## config.mk

```make
export PLATFORM = sky130hd
export DESIGN_NAME = stopwatch_dp2
export DESIGN_NICKNAME = d
export VERILOG_FILES = /design/src/rtl/stopwatch_pkg.sv /design/src/rtl/sw_updown_counter.sv /design/src/rtl/stopwatch_dp2.sv
export SDC_FILE = /design/constraint.sdc
export NUM_CORES = 1
export LEC_CHECK = 0
export CAP_MARGIN = 20
export CORE_UTILIZATION = 35
export DETAILED_ROUTE_END_ITERATION = 7
export DONT_BUFFER_PORTS = 1
export SKIP_CTS_REPAIR_TIMING = 1
export SLEW_MARGIN = 20
export SYNTH_ARGS = -nofsm -noshare
export SYNTH_HDL_FRONTEND = slang
export SYNTH_SLANG_ARGS = --single-unit
```

## constraint.sdc

```tcl
create_clock -name clk -period 2.7 [get_ports clk]
set_input_delay 0.54 -clock clk [delete_from_list [all_inputs] [get_ports clk]]
set_output_delay 0.54 -clock clk [all_outputs]
set_load 0.005 [all_outputs]
```

## src/rtl/stopwatch_pkg.sv

```systemverilog
// Shared constants for the stopwatch datapath.
//   MSEC_W/SEC_W/MIN_W/HOUR_W : field widths of the displayed time
//   SEC_COUNT/MIN_COUNT       : fixed moduli of the sec and min fields
//   mode_e                    : count direction encoding (0 = up, 1 = down)
package stopwatch_pkg;
   localparam int MSEC_W    = 7;
   localparam int SEC_W     = 6;
   localparam int MIN_W     = 6;
   localparam int HOUR_W    = 5;
   localparam int SEC_COUNT = 60;
   localparam int MIN_COUNT = 60;

   typedef enum logic {
      MODE_UP   = 1'b0,
      MODE_DOWN = 1'b1
   } mode_e;
endpackage

```

## src/rtl/sw_updown_counter.sv

```systemverilog
// One modulo-COUNT field of the stopwatch, counting up or down on i_tick.
//   clk, rst   : clock, asynchronous active-low reset
//   i_tick     : advance one step this cycle
//   i_dir      : MODE_UP / MODE_DOWN
//   i_clear    : zero the field (highest priority)
//   i_load     : take i_ld_val, clamped to COUNT-1
//   o_val      : current value
//   o_carry    : up wrap or down borrow on this tick (combinational)
module sw_updown_counter
   import stopwatch_pkg::*;
#(
   parameter int BIT_WIDTH = 7,
   parameter int COUNT     = 100
) (
   input  logic                 clk,
   input  logic                 rst,
   input  logic                 i_tick,
   input  logic                 i_dir,
   input  logic                 i_clear,
   input  logic                 i_load,
   input  logic [BIT_WIDTH-1:0] i_ld_val,
   output logic [BIT_WIDTH-1:0] o_val,
   output logic                 o_carry
);
   localparam logic [BIT_WIDTH-1:0] MAX_VAL = BIT_WIDTH'(COUNT - 1);
   localparam logic [BIT_WIDTH-1:0] ONE     = BIT_WIDTH'(1);

   logic [BIT_WIDTH-1:0] val_reg;
   logic [BIT_WIDTH-1:0] val_next;
   logic [BIT_WIDTH-1:0] ld_clamped;
   logic                 at_top;
   logic                 at_zero;
   logic                 is_down;

   assign is_down    = (i_dir == MODE_DOWN);
   assign at_top     = (val_reg == MAX_VAL);
   assign at_zero    = (val_reg == '0);
   assign ld_clamped = (i_ld_val > MAX_VAL) ? MAX_VAL : i_ld_val;
   assign o_carry    = i_tick & (is_down ? at_zero : at_top);
   assign o_val      = val_reg;

   always_comb begin
      val_next = val_reg;
      if (i_clear) begin
         val_next = '0;
      end else if (i_load) begin
         val_next = ld_clamped;
      end else if (i_tick) begin
         if (is_down) begin
            val_next = at_zero ? MAX_VAL : (val_reg - ONE);
         end else begin
            val_next = at_top ? '0 : (val_reg + ONE);
         end
      end
   end

   always_ff @(posedge clk or negedge rst) begin
      if (!rst) begin
         val_reg <= '0;
      end else begin
         val_reg <= val_next;
      end
   end
endmodule

```

## src/rtl/stopwatch_dp2.sv

```systemverilog
// Stopwatch / countdown timer datapath: prescaled tick, cascaded
// msec/sec/min/hour fields, countdown saturation with done pulse, lap freeze.
//   clk, rst            : clock, asynchronous active-low reset
//   i_runstop           : 1 = prescaler (and so counting) enabled
//   i_clear, i_load     : pulses; clear zeroes everything, load takes presets
//   i_mode              : 0 = count up, 1 = count down
//   i_lap               : pulse; toggles output freeze
//   i_ld_*              : preset fields (clamped to each field's modulus-1)
//   msec/sec/min/hour   : displayed time (snapshot while frozen, else live)
//   o_lap_active        : outputs frozen
//   o_done              : one-cycle pulse when a countdown lands on zero
module stopwatch_dp2
   import stopwatch_pkg::*;
#(
   parameter int SYS_CLK_HZ = 100_000_000,
   parameter int TICK_HZ    = 100,
   parameter int MSEC_COUNT = 100,
   parameter int HOUR_COUNT = 24
) (
   input  logic              clk,
   input  logic              rst,
   input  logic              i_runstop,
   input  logic              i_clear,
   input  logic              i_mode,
   input  logic              i_load,
   input  logic              i_lap,
   input  logic [MSEC_W-1:0] i_ld_msec,
   input  logic [SEC_W-1:0]  i_ld_sec,
   input  logic [MIN_W-1:0]  i_ld_min,
   input  logic [HOUR_W-1:0] i_ld_hour,
   output logic [MSEC_W-1:0] msec,
   output logic [SEC_W-1:0]  sec,
   output logic [MIN_W-1:0]  min,
   output logic [HOUR_W-1:0] hour,
   output logic              o_lap_active,
   output logic              o_done
);
   localparam int DIV   = SYS_CLK_HZ / TICK_HZ;
   localparam int PRE_W = (DIV > 1) ? $clog2(DIV) : 1;
   localparam logic [PRE_W-1:0] PRE_MAX = PRE_W'(DIV - 1);
   localparam logic [PRE_W-1:0] PRE_ONE = PRE_W'(1);

   // ---------------- prescaler ----------------
   logic [PRE_W-1:0] presc_reg;
   logic [PRE_W-1:0] presc_next;
   logic             tick;

   // Qualified by i_runstop so a prescaler parked at DIV-1 does not tick.
   assign tick = i_runstop & (presc_reg == PRE_MAX);

   always_comb begin
      presc_next = presc_reg;
      if (i_clear || i_load) begin
         presc_next = '0;
      end else if (i_runstop) begin
         presc_next = tick ? '0 : (presc_reg + PRE_ONE);
      end
   end

   // ---------------- counter chain ----------------
   logic [MSEC_W-1:0] live_msec;
   logic [SEC_W-1:0]  live_sec;
   logic [MIN_W-1:0]  live_min;
   logic [HOUR_W-1:0] live_hour;
   logic              msec_carry;
   logic              sec_carry;
   logic              min_carry;
   logic              hour_carry_unused;
   logic              is_down;
   logic              all_zero;
   logic              cnt_tick;

   assign is_down  = (i_mode == MODE_DOWN);
   assign all_zero = (live_msec == '0) && (live_sec == '0) &&
                     (live_min == '0) && (live_hour == '0);
   // Countdown saturates at zero: ticks are swallowed once everything is 0.
   assign cnt_tick = tick & ~(is_down & all_zero);

   sw_updown_counter #(.BIT_WIDTH(MSEC_W), .COUNT(MSEC_COUNT)) u_msec (
      .clk(clk), .rst(rst), .i_tick(cnt_tick), .i_dir(i_mode),
      .i_clear(i_clear), .i_load(i_load), .i_ld_val(i_ld_msec),
      .o_val(live_msec), .o_carry(msec_carry)
   );

   sw_updown_counter #(.BIT_WIDTH(SEC_W), .COUNT(SEC_COUNT)) u_sec (
      .clk(clk), .rst(rst), .i_tick(msec_carry), .i_dir(i_mode),
      .i_clear(i_clear), .i_load(i_load), .i_ld_val(i_ld_sec),
      .o_val(live_sec), .o_carry(sec_carry)
   );

   sw_updown_counter #(.BIT_WIDTH(MIN_W), .COUNT(MIN_COUNT)) u_min (
      .clk(clk), .rst(rst), .i_tick(sec_carry), .i_dir(i_mode),
      .i_clear(i_clear), .i_load(i_load), .i_ld_val(i_ld_min),
      .o_val(live_min), .o_carry(min_carry)
   );

   // Hour rollover is silent, so its carry goes nowhere.
   sw_updown_counter #(.BIT_WIDTH(HOUR_W), .COUNT(HOUR_COUNT)) u_hour (
      .clk(clk), .rst(rst), .i_tick(min_carry), .i_dir(i_mode),
      .i_clear(i_clear), .i_load(i_load), .i_ld_val(i_ld_hour),
      .o_val(live_hour), .o_carry(hour_carry_unused)
   );

   // ---------------- done pulse ----------------
   // The only down step that lands on all-zero is from 00:00:00.01.
   logic done_reg;
   logic done_next;

   assign done_next = cnt_tick & is_down & ~i_clear & ~i_load &
                      (live_msec == MSEC_W'(1)) && (live_sec == '0) &&
                      (live_min == '0) && (live_hour == '0);

   // ---------------- lap snapshot ----------------
   logic              lap_reg;
   logic [MSEC_W-1:0] snap_msec_reg;
   logic [SEC_W-1:0]  snap_sec_reg;
   logic [MIN_W-1:0]  snap_min_reg;
   logic [HOUR_W-1:0] snap_hour_reg;

   always_ff @(posedge clk or negedge rst) begin
      if (!rst) begin
         presc_reg     <= '0;
         done_reg      <= 1'b0;
         lap_reg       <= 1'b0;
         snap_msec_reg <= '0;
         snap_sec_reg  <= '0;
         snap_min_reg  <= '0;
         snap_hour_reg <= '0;
      end else begin
         presc_reg <= presc_next;
         done_reg  <= done_next;
         if (i_clear) begin
            lap_reg       <= 1'b0;
            snap_msec_reg <= '0;
            snap_sec_reg  <= '0;
            snap_min_reg  <= '0;
            snap_hour_reg <= '0;
         end else if (i_lap) begin
            // Live registers still hold the pre-tick value on a tick edge.
            if (!lap_reg) begin
               snap_msec_reg <= live_msec;
               snap_sec_reg  <= live_sec;
               snap_min_reg  <= live_min;
               snap_hour_reg <= live_hour;
            end
            lap_reg <= ~lap_reg;
         end
      end
   end

   assign msec         = lap_reg ? snap_msec_reg : live_msec;
   assign sec          = lap_reg ? snap_sec_reg  : live_sec;
   assign min          = lap_reg ? snap_min_reg  : live_min;
   assign hour         = lap_reg ? snap_hour_reg : live_hour;
   assign o_lap_active = lap_reg;
   assign o_done       = done_reg;
endmodule

```

==> results_dict.tcl <==
set metrics [dict create \
    drt_iter0_drc 330 \
    cp.arrival_ns 2.69 \
    synth_cell_types 61 \
    wl_per_cell_um 17.5 \
    async_flop_share_pct 100 \
    cts-htree-levels 3 \
    detail-route-antenna-nets 0 \
    achievable-frequency_ghz 0.403 \
    grt_pass1_wl_um 20600 \
    syn_inst 561 \
    ys_ff_latch 70 \
    cts.sink_count 70 \
    totalWireLength_um 12700 \
    global_route.usage.total_pct 18.3 \
    clk_root_buffer_cell "sky130_fd_sc_hd__clkbuf_16" \
    layout_common_cells "sky130_fd_sc_hd__nor2_1 (79), sky130_fd_sc_hd__dfrtp_1 (70), sky130_fd_sc_hd__nand2_1 (54), sky130_fd_sc_hd__o21ai_0 (28), sky130_fd_sc_hd__mux2i_1 (27)" \
    synth.avg_cell_area_um2 8.69 \
    mostFrequentLayoutCell "sky130_fd_sc_hd__nor2_1" \
    fp.coreArea_um2 13400 \
    clock_tree.buffer_depth 2 \
    worstSkewPairLatency_ns 0.34 \
    fin_skew_ns 0.00645 \
    firstDrtPassIters 5 \
    power.ir.vdd_worst_mv 0.302 \
    status "complete, no violations" \
    worstHoldPathType "input port to asynchronous set/reset pin" \
    ys_warn_count 0 \
    nFillCells 1340 \
    tritoncts "yes" \
    maxSlewViolCount 0 \
    critical_path_required_ns 2.91 \
    io_buffers 0 \
    critPathCaptureType "flop" \
    path_clk_slew_ns 0.06 \
    final.period_utilization_pct 92.0 \
    layout_min_cycle_time_ns 2.48 \
    rsz0062_at_grt "no" \
    hold_ws_ns 0.0831 \
    setup-tns-final_ns 0 \
    report.final.setup_viol 0 \
    hold_violations 0 \
    synth.cell_area_um2 4880 \
    dpl_cell_area_um2 4980 \
    synthesis.nets 606 \
    vias 4116 \
    final_replace_weighted_congestion 0.918 \
    critical_path_fanout_max 8 \
    cts_buf_count 9 \
    fin_area_um2 5340 \
    syn2layout_area_growth_pct 9.44 \
    largest_register_ffs 20 \
    finalNetCount 588 \
    ys_seq_area_share_pct 35.9 \
    postSynth.topFlopCell "sky130_fd_sc_hd__dfrtp_1" \
    static-leakage-power_nw 2.25 \
    rows 42 \
    relSlewSlack_pct 58.3 \
    die_area_um2 14400 \
    setup_slack_ns 0.217 \
    power-per-cell-area_nw_per_um2 643 \
    cap_violations 0 \
    dieWidth_um 120 \
    initial_core_util_pct 36.4 \
    antenna_found_initial 1 \
    transition_time_at_the_pin_with_the_least_slew_margin_ns 0.625 \
    die-height_um 120 \
    first_global_vias 4002 \
    grt_start_max_net_pins 71 \
    synth_edf_count 0 \
    setup.worst_path.class "flop to flop" \
    reg2reg_slack_ns 0.22 \
    viasPerCell 5.68 \
    post-route-drc-count 0 \
    dpl.hpwl_um 8870 \
    drive_gt1_share_pct 10.6 \
    boundaryPins 57 \
    grt-ovfl-total 0 \
    place_ws_ns 0.248 \
    critPathLaunchType "flop" \
]
Yosys cell counts (6+ instances only):
library cell	number	area, um2
sky130_fd_sc_hd__nor2_1	79	297
sky130_fd_sc_hd__inv_1	17	63.8
sky130_fd_sc_hd__xnor2_1	15	131
sky130_fd_sc_hd__buf_1	8	30.0
sky130_fd_sc_hd__ha_1	14	175
sky130_fd_sc_hd__buf_2	7	35.0
sky130_fd_sc_hd__nor3_1	16	80.1
sky130_fd_sc_hd__xor2_1	18	158
sky130_fd_sc_hd__o21ai_0	28	140
sky130_fd_sc_hd__clkbuf_1	22	82.6
sky130_fd_sc_hd__a211oi_1	6	45.0
sky130_fd_sc_hd__mux2_2	14	158
sky130_fd_sc_hd__a21oi_1	22	110
sky130_fd_sc_hd__dfrtp_1	70	1750
sky130_fd_sc_hd__nand2_1	54	203
sky130_fd_sc_hd__nand4_1	12	75.1
sky130_fd_sc_hd__mux2i_1	27	270
sky130_fd_sc_hd__a31oi_1	6	37.5
sky130_fd_sc_hd__nand3_1	20	100
power by group:
group          switching [mW]  internal, mW  leakage, nW
combinational           0.460         0.378         1.16
sequential              0.160          1.14        0.943
clock                   0.463         0.830        0.154
total                    1.08          2.35         2.25
final cells by class:
| type | instances | area (um2) | area share (%) |
|---|---|---|---|
| diodes | 1 | 2.50 | 0.0469 |
| clock buffers | 10 | 239 | 4.48 |
| clock inverters | 6 | 85.1 | 1.59 |
| inverters | 17 | 63.8 | 1.20 |
| multi-input cells | 432 | 2860 | 53.5 |
| flip-flops and latches | 70 | 1750 | 32.8 |
| well taps | 176 | 220 | 4.13 |
| repair buffers | 13 | 118 | 2.20 |
worst paths after layout:
path / end / cells past startpoint / from
worst min register to register: snap_msec_reg[2] / 2 / snap_msec_reg[2]
max in group asynchronous: presc_reg[11] / 1 / rst
worst max register to register: u_hour.o_val[1] / 8 / u_msec.o_val[0]
worst min-delay path: snap_min_reg[2] / 1 / rst
worst max-delay path: u_hour.o_val[1] / 8 / u_msec.o_val[0]
min in group clk: snap_msec_reg[1] / 1 / i_clear
worst max-delay path, stage by stage, from the launching register on:
cell and delay, ns:
sky130_fd_sc_hd__dfrtp_1 0.48, sky130_fd_sc_hd__ha_1 0.33, sky130_fd_sc_hd__and4b_1 0.22, sky130_fd_sc_hd__a31oi_1 0.04, sky130_fd_sc_hd__o41ai_1 0.32, sky130_fd_sc_hd__buf_4 0.20, sky130_fd_sc_hd__nand3_2 0.08, sky130_fd_sc_hd__a21oi_2 0.32
sky130_fd_sc_hd__mux2_1 0.37
cell families (layout without fill, tap and decap cells):
logic type / count (synthesis) / count (layout) / synth area share, %
xor gates and xnor gates: 33 / 33 / 5.93
AOI/OAI and AO/OA: 106 / 106 / 14.3
and+or+nand+nor: 232 / 232 / 24.3
muxes: 47 / 47 / 10.4
buffers and inverters: 59 / 46 / 5.49
DFF: 70 / 70 / 35.9
adders and majority gates: 14 / 14 / 3.59
other: 0 / 1 / 0
routing by layer:
layer | share of wire (%) | GRT usage (%) | up-vias
li1 | - | - | 1969
met1 | 44 | 22.9 | 2014
met2 | 49 | 30.0 | 113
met3 | 5.3 | 4.33 | 20
met4 | 1.9 | 7.42 | 0
met5 | 0 | 0 | -
per-stage QoR:
step / power [mW] / cells / util (%)
floorplan: 1.98 / 561 / -
CTS: 3.43 / 723 / 39.6
global placement: 2.09 / 707 / 37.2
global route: 3.60 / 724 / 39.8
finish: 3.43 / 725 / 39.8
detailed placement: 2.12 / 707 / 37.2
Note: power is estimated with default switching activity, not from simulation.
